==> src/rtl/regfile_sb.sv <==
// ---------------------------------------------------------------------------
// regfile_sb
//   Two-read / one-write register file with a per-register pending-write
//   scoreboard and an optional same-cycle write-to-read bypass.
//
//   Decode reads operands and scoreboard state through ra1/ra2 and marks the
//   destination of an issuing instruction via issue/issue_rd.
//   Writeback retires a result through we/wa/wd, which also clears the
//   pending bit of that register.
//
// Parameters
//   XLEN   : data width of each register
//   NREG   : number of architectural registers (power of 2, 2..32)
//   BYPASS : 1 = a write in the current cycle is forwarded to matching reads
//            0 = reads see only state captured at the previous edge
//
// Ports
//   clk       in   rising-edge clock
//   reset     in   asynchronous, active-high reset (clears data and busy)
//   ra1, ra2  in   read addresses (5 bit; values >= NREG read as x0)
//   rd1, rd2  out  read data (combinational)
//   busy1/2   out  scoreboard bit for ra1/ra2 (combinational)
//   we,wa,wd  in   write port
//   issue     in   mark issue_rd as pending
//   issue_rd  in   destination register of the issuing instruction
//   any_busy  out  OR of all registered scoreboard bits
// ---------------------------------------------------------------------------
module regfile_sb #(
  parameter int XLEN   = 32,
  parameter int NREG   = 32,
  parameter int BYPASS = 1
) (
  input  logic            clk,
  input  logic            reset,
  input  logic [4:0]      ra1,
  input  logic [4:0]      ra2,
  output logic [XLEN-1:0] rd1,
  output logic [XLEN-1:0] rd2,
  output logic            busy1,
  output logic            busy2,
  input  logic            we,
  input  logic [4:0]      wa,
  input  logic [XLEN-1:0] wd,
  input  logic            issue,
  input  logic [4:0]      issue_rd,
  output logic            any_busy
);

  localparam int AW = (NREG > 1) ? $clog2(NREG) : 1;

  // An address is usable only if it is nonzero and inside the implemented
  // range; x0 and out-of-range addresses behave identically (read 0, never
  // busy, writes/issues dropped).
  function automatic logic addr_live(input logic [4:0] addr);
    logic in_range;
    in_range  = ({1'b0, addr} < 6'(NREG));
    addr_live = in_range && (addr != 5'd0);
  endfunction

  // Storage
  logic [XLEN-1:0] regs_q [NREG];
  logic [NREG-1:0] busy_q;
  logic [NREG-1:0] busy_d;

  // Decoded request qualifiers
  logic          wr_ok_s;
  logic          iss_ok_s;
  logic          rd1_ok_s;
  logic          rd2_ok_s;
  logic [AW-1:0] wa_idx_s;
  logic [AW-1:0] iss_idx_s;
  logic [AW-1:0] ra1_idx_s;
  logic [AW-1:0] ra2_idx_s;

  // Qualify write/issue/read requests against x0 and the implemented range.
  always_comb begin
    wr_ok_s   = we    && addr_live(wa);
    iss_ok_s  = issue && addr_live(issue_rd);
    rd1_ok_s  = addr_live(ra1);
    rd2_ok_s  = addr_live(ra2);
    wa_idx_s  = wa[AW-1:0];
    iss_idx_s = issue_rd[AW-1:0];
    ra1_idx_s = ra1[AW-1:0];
    ra2_idx_s = ra2[AW-1:0];
  end

  // Register array: cleared by reset, written by the retiring instruction.
  always_ff @(posedge clk or posedge reset) begin
    if (reset) begin
      for (int i = 0; i < NREG; i++) begin
        regs_q[i] <= {XLEN{1'b0}};
      end
    end else if (wr_ok_s) begin
      regs_q[wa_idx_s] <= wd;
    end
  end

  // Scoreboard next state: a write clears, an issue sets; the issue is
  // applied last so a same-register collision leaves the new producer
  // pending.
  always_comb begin
    busy_d = busy_q;
    if (wr_ok_s) begin
      busy_d[wa_idx_s] = 1'b0;
    end else begin
      busy_d = busy_d;
    end
    if (iss_ok_s) begin
      busy_d[iss_idx_s] = 1'b1;
    end else begin
      busy_d = busy_d;
    end
    busy_d[0] = 1'b0;
  end

  // Scoreboard register.
  always_ff @(posedge clk or posedge reset) begin
    if (reset) begin
      busy_q <= {NREG{1'b0}};
    end else begin
      busy_q <= busy_d;
    end
  end

  // Bypass hits: only a qualified write outside reset may be forwarded, so
  // reset forces the read ports to zero regardless of the write port.
  logic byp1_s;
  logic byp2_s;
  logic iss_hit1_s;
  logic iss_hit2_s;

  // Detect same-cycle write/issue matches for each read port.
  always_comb begin
    byp1_s     = (BYPASS != 0) && !reset && wr_ok_s && (wa == ra1);
    byp2_s     = (BYPASS != 0) && !reset && wr_ok_s && (wa == ra2);
    iss_hit1_s = iss_ok_s && (issue_rd == ra1);
    iss_hit2_s = iss_ok_s && (issue_rd == ra2);
  end

  // Read port 1: zero for dead addresses, forwarded data on a bypass hit,
  // otherwise the stored register.
  always_comb begin
    rd1   = {XLEN{1'b0}};
    busy1 = 1'b0;
    if (!rd1_ok_s) begin
      rd1   = {XLEN{1'b0}};
      busy1 = 1'b0;
    end else if (byp1_s) begin
      rd1   = wd;
      busy1 = iss_hit1_s;
    end else begin
      rd1   = regs_q[ra1_idx_s];
      busy1 = busy_q[ra1_idx_s];
    end
  end

  // Read port 2: same selection as port 1, independent of it.
  always_comb begin
    rd2   = {XLEN{1'b0}};
    busy2 = 1'b0;
    if (!rd2_ok_s) begin
      rd2   = {XLEN{1'b0}};
      busy2 = 1'b0;
    end else if (byp2_s) begin
      rd2   = wd;
      busy2 = iss_hit2_s;
    end else begin
      rd2   = regs_q[ra2_idx_s];
      busy2 = busy_q[ra2_idx_s];
    end
  end

  // Aggregate pending flag from registered state only.
  always_comb begin
    any_busy = |busy_q;
  end

endmodule

==> config.mk <==
export PLATFORM = sky130hd
export DESIGN_NAME = regfile_sb
export DESIGN_NICKNAME = d
export VERILOG_FILES = /design/src/rtl/regfile_sb.sv
export SDC_FILE = /design/constraint.sdc
export NUM_CORES = 2
export LEC_CHECK = 0
export ABC_AREA = 1
export BUFFER_PORTS_ARGS = -buffer_cell sky130_fd_sc_hd__buf_2
export CAP_MARGIN = 10
export CORE_MARGIN = 2
export CORE_UTILIZATION = 40
export DETAILED_ROUTE_END_ITERATION = 12
export SLEW_MARGIN = 40
export SYNTH_ARGS = -nofsm -noshare
export SYNTH_HDL_FRONTEND = slang
export SYNTH_SLANG_ARGS = --single-unit
==> constraint.sdc <==
create_clock -name clk -period 32.5 [get_ports clk]
set_clock_uncertainty 0.2 [all_clocks]
set_input_delay 1.625 -clock clk [delete_from_list [all_inputs] [get_ports clk]]
set_output_delay 1.625 -clock clk [all_outputs]
set_load 0.05 [all_outputs]
# Yosys cells after proc, flatten, opt, wreduce, memory -nomap -nowiden
# Index checks and enable logic that the tools add are counted.
# totals
ff_bits,1055
inputBits,56
out_inout_bits,67
elab_cells,96
# classes
order_cmp,10
n_eq_ne,4
muxes,27
bitwise,6
n_reduce_logical,16
# ops
operator,n
1024-bit bitwise mux,1
32-bit two-way mux,11
32-bit binary-select mux with 5-bit select,2
32-bit demux with 5-bit select,1
32-bit AND,1
32-bit NOT,1
32-bit OR,1
31-bit OR reduction,1
5-bit by 6-bit < comparator with 1-bit output (second input constant),4
5-bit == test,4
5-bit nonzero test,4
6-bit greater-or-equal comparator (second input constant),3
5-bit NOT with 6-bit output,3
1-bit binary-select mux with 5-bit select,2
1-bit demux with 5-bit select,2
5-bit by 1-bit greater-or-equal comparator with 1-bit output (second input constant),2
1-bit logical AND,10
1-bit two-way mux,8
6-bit by 1-bit < comparator with 1-bit output (second input constant),1
1-bit logical NOT,1

# Depth between registers and ports, before layout
# depth
word_depth,9
depth_mapped,14
ltp_nobuf,10

# Worst setup path before layout
# OpenSTA, ideal clock, no wires.
# synth_timing
path_type,in2out
from,in ra1[1]
to,out rd1[30]
arrival_time_ps,3414
t_required_ps,30675
path_slack_ps,27261
cell_stages,10
n_path_buf,3
cell_sequence,buf_2 -> inv_2 -> buf_2 -> buf_1 -> nand3_1 -> nand3_1 -> nand3_1 -> nand3_1 -> nand2_1 -> a21oi_1
# synth_via
elab_chain_len,6
word_cells_on_any_way,9
classes_between,1 x eq/ne; 5 x mux; 1 x bitwise; 2 x reduce/logical
# synth_rtl
item,line,text
from (decl),35,"input logic [4:0] ra1,"
5-bit NOT with 6-bit output (implied by the code),152,rd1 = regs_q[ra1_idx_s];
32-bit binary-select mux with 5-bit select,152,
32-bit two-way mux (implied by the code) (2 in series),152,
32-bit two-way mux,148,end else if (byp1_s) begin
32-bit two-way mux *,145,if (!rd1_ok_s) begin
to (decl),37,"output logic [XLEN-1:0] rd1,"
# Every way passes the cells marked *; elsewhere a longest branch is shown, timed or not. The select of a mux whose other input is x is not followed.

# Final worst setup path
# layout_timing
from,in ra1[0]
to,out rd1[31]
# The elaborated chain is that of the path after synthesis.

==> metrics.cfg <==
[sta]
timing.fmax_mhz=127
timing_hold_violations_final=0
drv_slew=0
fin_tns_setup_ns=0
worst_slew_margin_rel=0.359
worstMarginPinSlew_ns=0.961
finalCriticalPeriod_ns=7.87
hold_ws_ns=0.175
post-route-period-util=0.242
setup_viol=0
rsz0062_at_grt=no

[global_routing]
grt_pass1_vias=59500
grt_pass1_wl_um=382000
grt_usage=0.311
grt-ovfl-total=0
antenna_found_initial=17
grt_max_degree=170

[critical_path]
critPathKind=input port to output port
required_ns=30.67
path_max_fanout=100
arrival_ns=6.05
end_kind=output port
start_kind=input port

[cts]
postCtsHoldBufs=0
cts_root_buffer=clkbuf_16
cts_num_sinks=1055
clkTransAtPathRegs_ns=0.06
cts_buffers=118
tritoncts=yes
htree_levels=3
clock_path_buffers=3
postCtsSetupBuffers=0
cts_resized=0
clk_latency_ns=0.77

[logic_synthesis]
synth_area_leaders=dfrtp_1, nand2_1, nand3_1
synth.most_common_cell=nand2_1
synthArstFlopShare=1.00
syn_nets=9610
synth_area_sq_mm=0.0630
synth_compound_area_frac=0.135
synth_top_family_by_area=simple AND/OR/NAND/NOR gates
yosysSeqAreaShare=0.419
synthDistinctLibCells=35
ys_warn_count=0
synth_xor_xnor_area_share=0.00195
ys_ff_latch=1055
postSynthCellCount=9554
synthMuxAreaShare=0
yosysTopAreaCellShare=0.419
synth_top_cell_by_area=dfrtp_1
avgSynthCellArea_sq_um=6.60
synth_ff_type=dfrtp_1
netlist_top_cells_count=nand2_1, nand3_1, o21ai_0
synth-simple-area-share=0.316
synth_edf_count=0
synth_adder_area_share=0

[layout]
final_cells=11300
drive_gt1_frac=0.0557
final.fill_count=16100
final_nets=9183
area_delta_synth_final_pct=8.68

[pwr]
p_leak_nw=33.8
switching_share=0.339
irDropWorstVdd_v=0.0000493
p_sw_mw=1.40
pwr-share-clk=0.345
powerDensity_mw_per_mm2=60.2
pwr-share-comb=0.237
power_mw=4.12
p_int_mw=2.73
seq_power_share=0.418

[placement]
post-dp-hpwl_um=138000
gp_congestion=0.861
portBuffers=122
dp_cells=11100

[floorplan]
die_y_um=401
die-area_sq_mm=0.161
die_w_um=401
core-area_sq_mm=0.156
io_pins=123
start_util=0.403
rows=145

[run_status]
status=completed

[route]
drcViolationCount=0
wire_per_inst_um=22.6
firstDrtPassIters=7
routed-via-count=63800
drt.antenna.violating_nets=0
vias_per_cell=5.65
drt_iter0_markers=8150
routed_wirelength_um=255000

[flow_run]
drv_cap=0

[min_path]
min_path_type=register to register

==> worst max-delay path: stages <==
cell and delay (ns):
buf_8 0.19, inv_8 0.52, buf_4 0.81, buf_6 0.63
buf_4 0.66, nand2_1 0.10, nand3_1 0.11, nand3_1 0.09
nand3_1 0.15, nand3_1 0.09, nand3_1 0.37, nand2_1 0.12
inv_1 0.11, buf_2 0.27
==> logic make-up after synthesis <==
kind of cell           Yosys count
XOR/XNOR                        14
AO/OA/AOI/OAI                 1680
flip-flops                    1055
AND/OR/NAND/NOR               4822
buffers and inverters         1983
==> through the flow <==
stage	area (sq um)	util	setup WS [ns]
6_report	68500	0.438	24.63
3_3_place_gp	63800	0.408	24.35
4_1_cts	68300	0.437	24.55
3_5_place_dp	64200	0.411	24.57
5_1_grt	68500	0.438	24.51
2_1_floorplan	63000	-	0.980
==> layer usage <==
layer | up-vias | share of wire | GRT usage
met5 | - | 0.00051 | 0
met4 | 20 | 0.051 | 0.146
met3 | 732 | 0.12 | 0.0707
met2 | 3820 | 0.42 | 0.465
met1 | 30000 | 0.41 | 0.426
li1 | 29100 | - | -
==> placed cells by master (no fill, tap or decap), drive strengths merged <==
cell | netlist | layout
a21oi | 301 | 301
buf | 451 | 248
bufinv | 0 | 10
clkbuf | 344 | 178
clkinv | 3 | 26
clkinvlp | 0 | 5
dfrtp | 1055 | 1055
diode | 0 | 5
inv | 1185 | 1189
nand2 | 3332 | 3332
nand3 | 1304 | 1304
nand3b | 1 | 1
nand4 | 13 | 13
nor2 | 144 | 144
nor3 | 14 | 14
nor4 | 5 | 5
o211ai | 22 | 22
o21ai | 1337 | 1337
o22ai | 15 | 15
o31ai | 3 | 3
o32ai | 1 | 1
o41ai | 1 | 1
or2 | 9 | 9
xnor2 | 11 | 11
xor2 | 3 | 3
==> cell type report <==
class / instances / area (sq um) / area share
diodes: 5 / 12.5 / 0.000183
clock buffers: 178 / 3550 / 0.0519
clock inverters: 42 / 495 / 0.00723
inverters: 1188 / 4510 / 0.0659
multi-input cells: 6516 / 28800 / 0.420
flip-flops and latches: 1055 / 26400 / 0.385
well taps: 2058 / 2570 / 0.0376
repair buffers: 248 / 2180 / 0.0319
==> state kept, by name, summed over array words and instances, names as in the netlist <==
| register | flops |
|---|---|
| busy_q | 31 |
| regs_q | 1024 |
==> path summary, 6_finish.rpt <==
check | from | endpoint | slack (ns) | depth (start not counted)
setup reg to reg | busy_q[3] | busy_q[3] | 31.52 | 2
min in group asynchronous | reset | regs_q[759] | 0.83 | 2
hold reg to reg | regs_q[1018] | regs_q[1018] | 0.18 | 0
setup / recovery | ra1[0] | rd1[31] | 24.63 | 14
hold / removal | regs_q[1018] | regs_q[1018] | 0.18 | 0
max in group asynchronous | reset | regs_q[779] | 28.30 | 6
==> power groups by stage <==
stage               combinational (mW)  clock [mW]  sequential (mW)
floorplan                        0.726           0             1.72
global placement                 0.936           0             1.73
detailed placement               0.959           0             1.74
CTS                              0.964        1.43             1.72
global route                      1.11        1.48             1.75
finish                           0.978        1.42             1.72
No activity file was read; power rests on OpenSTA's default activity.
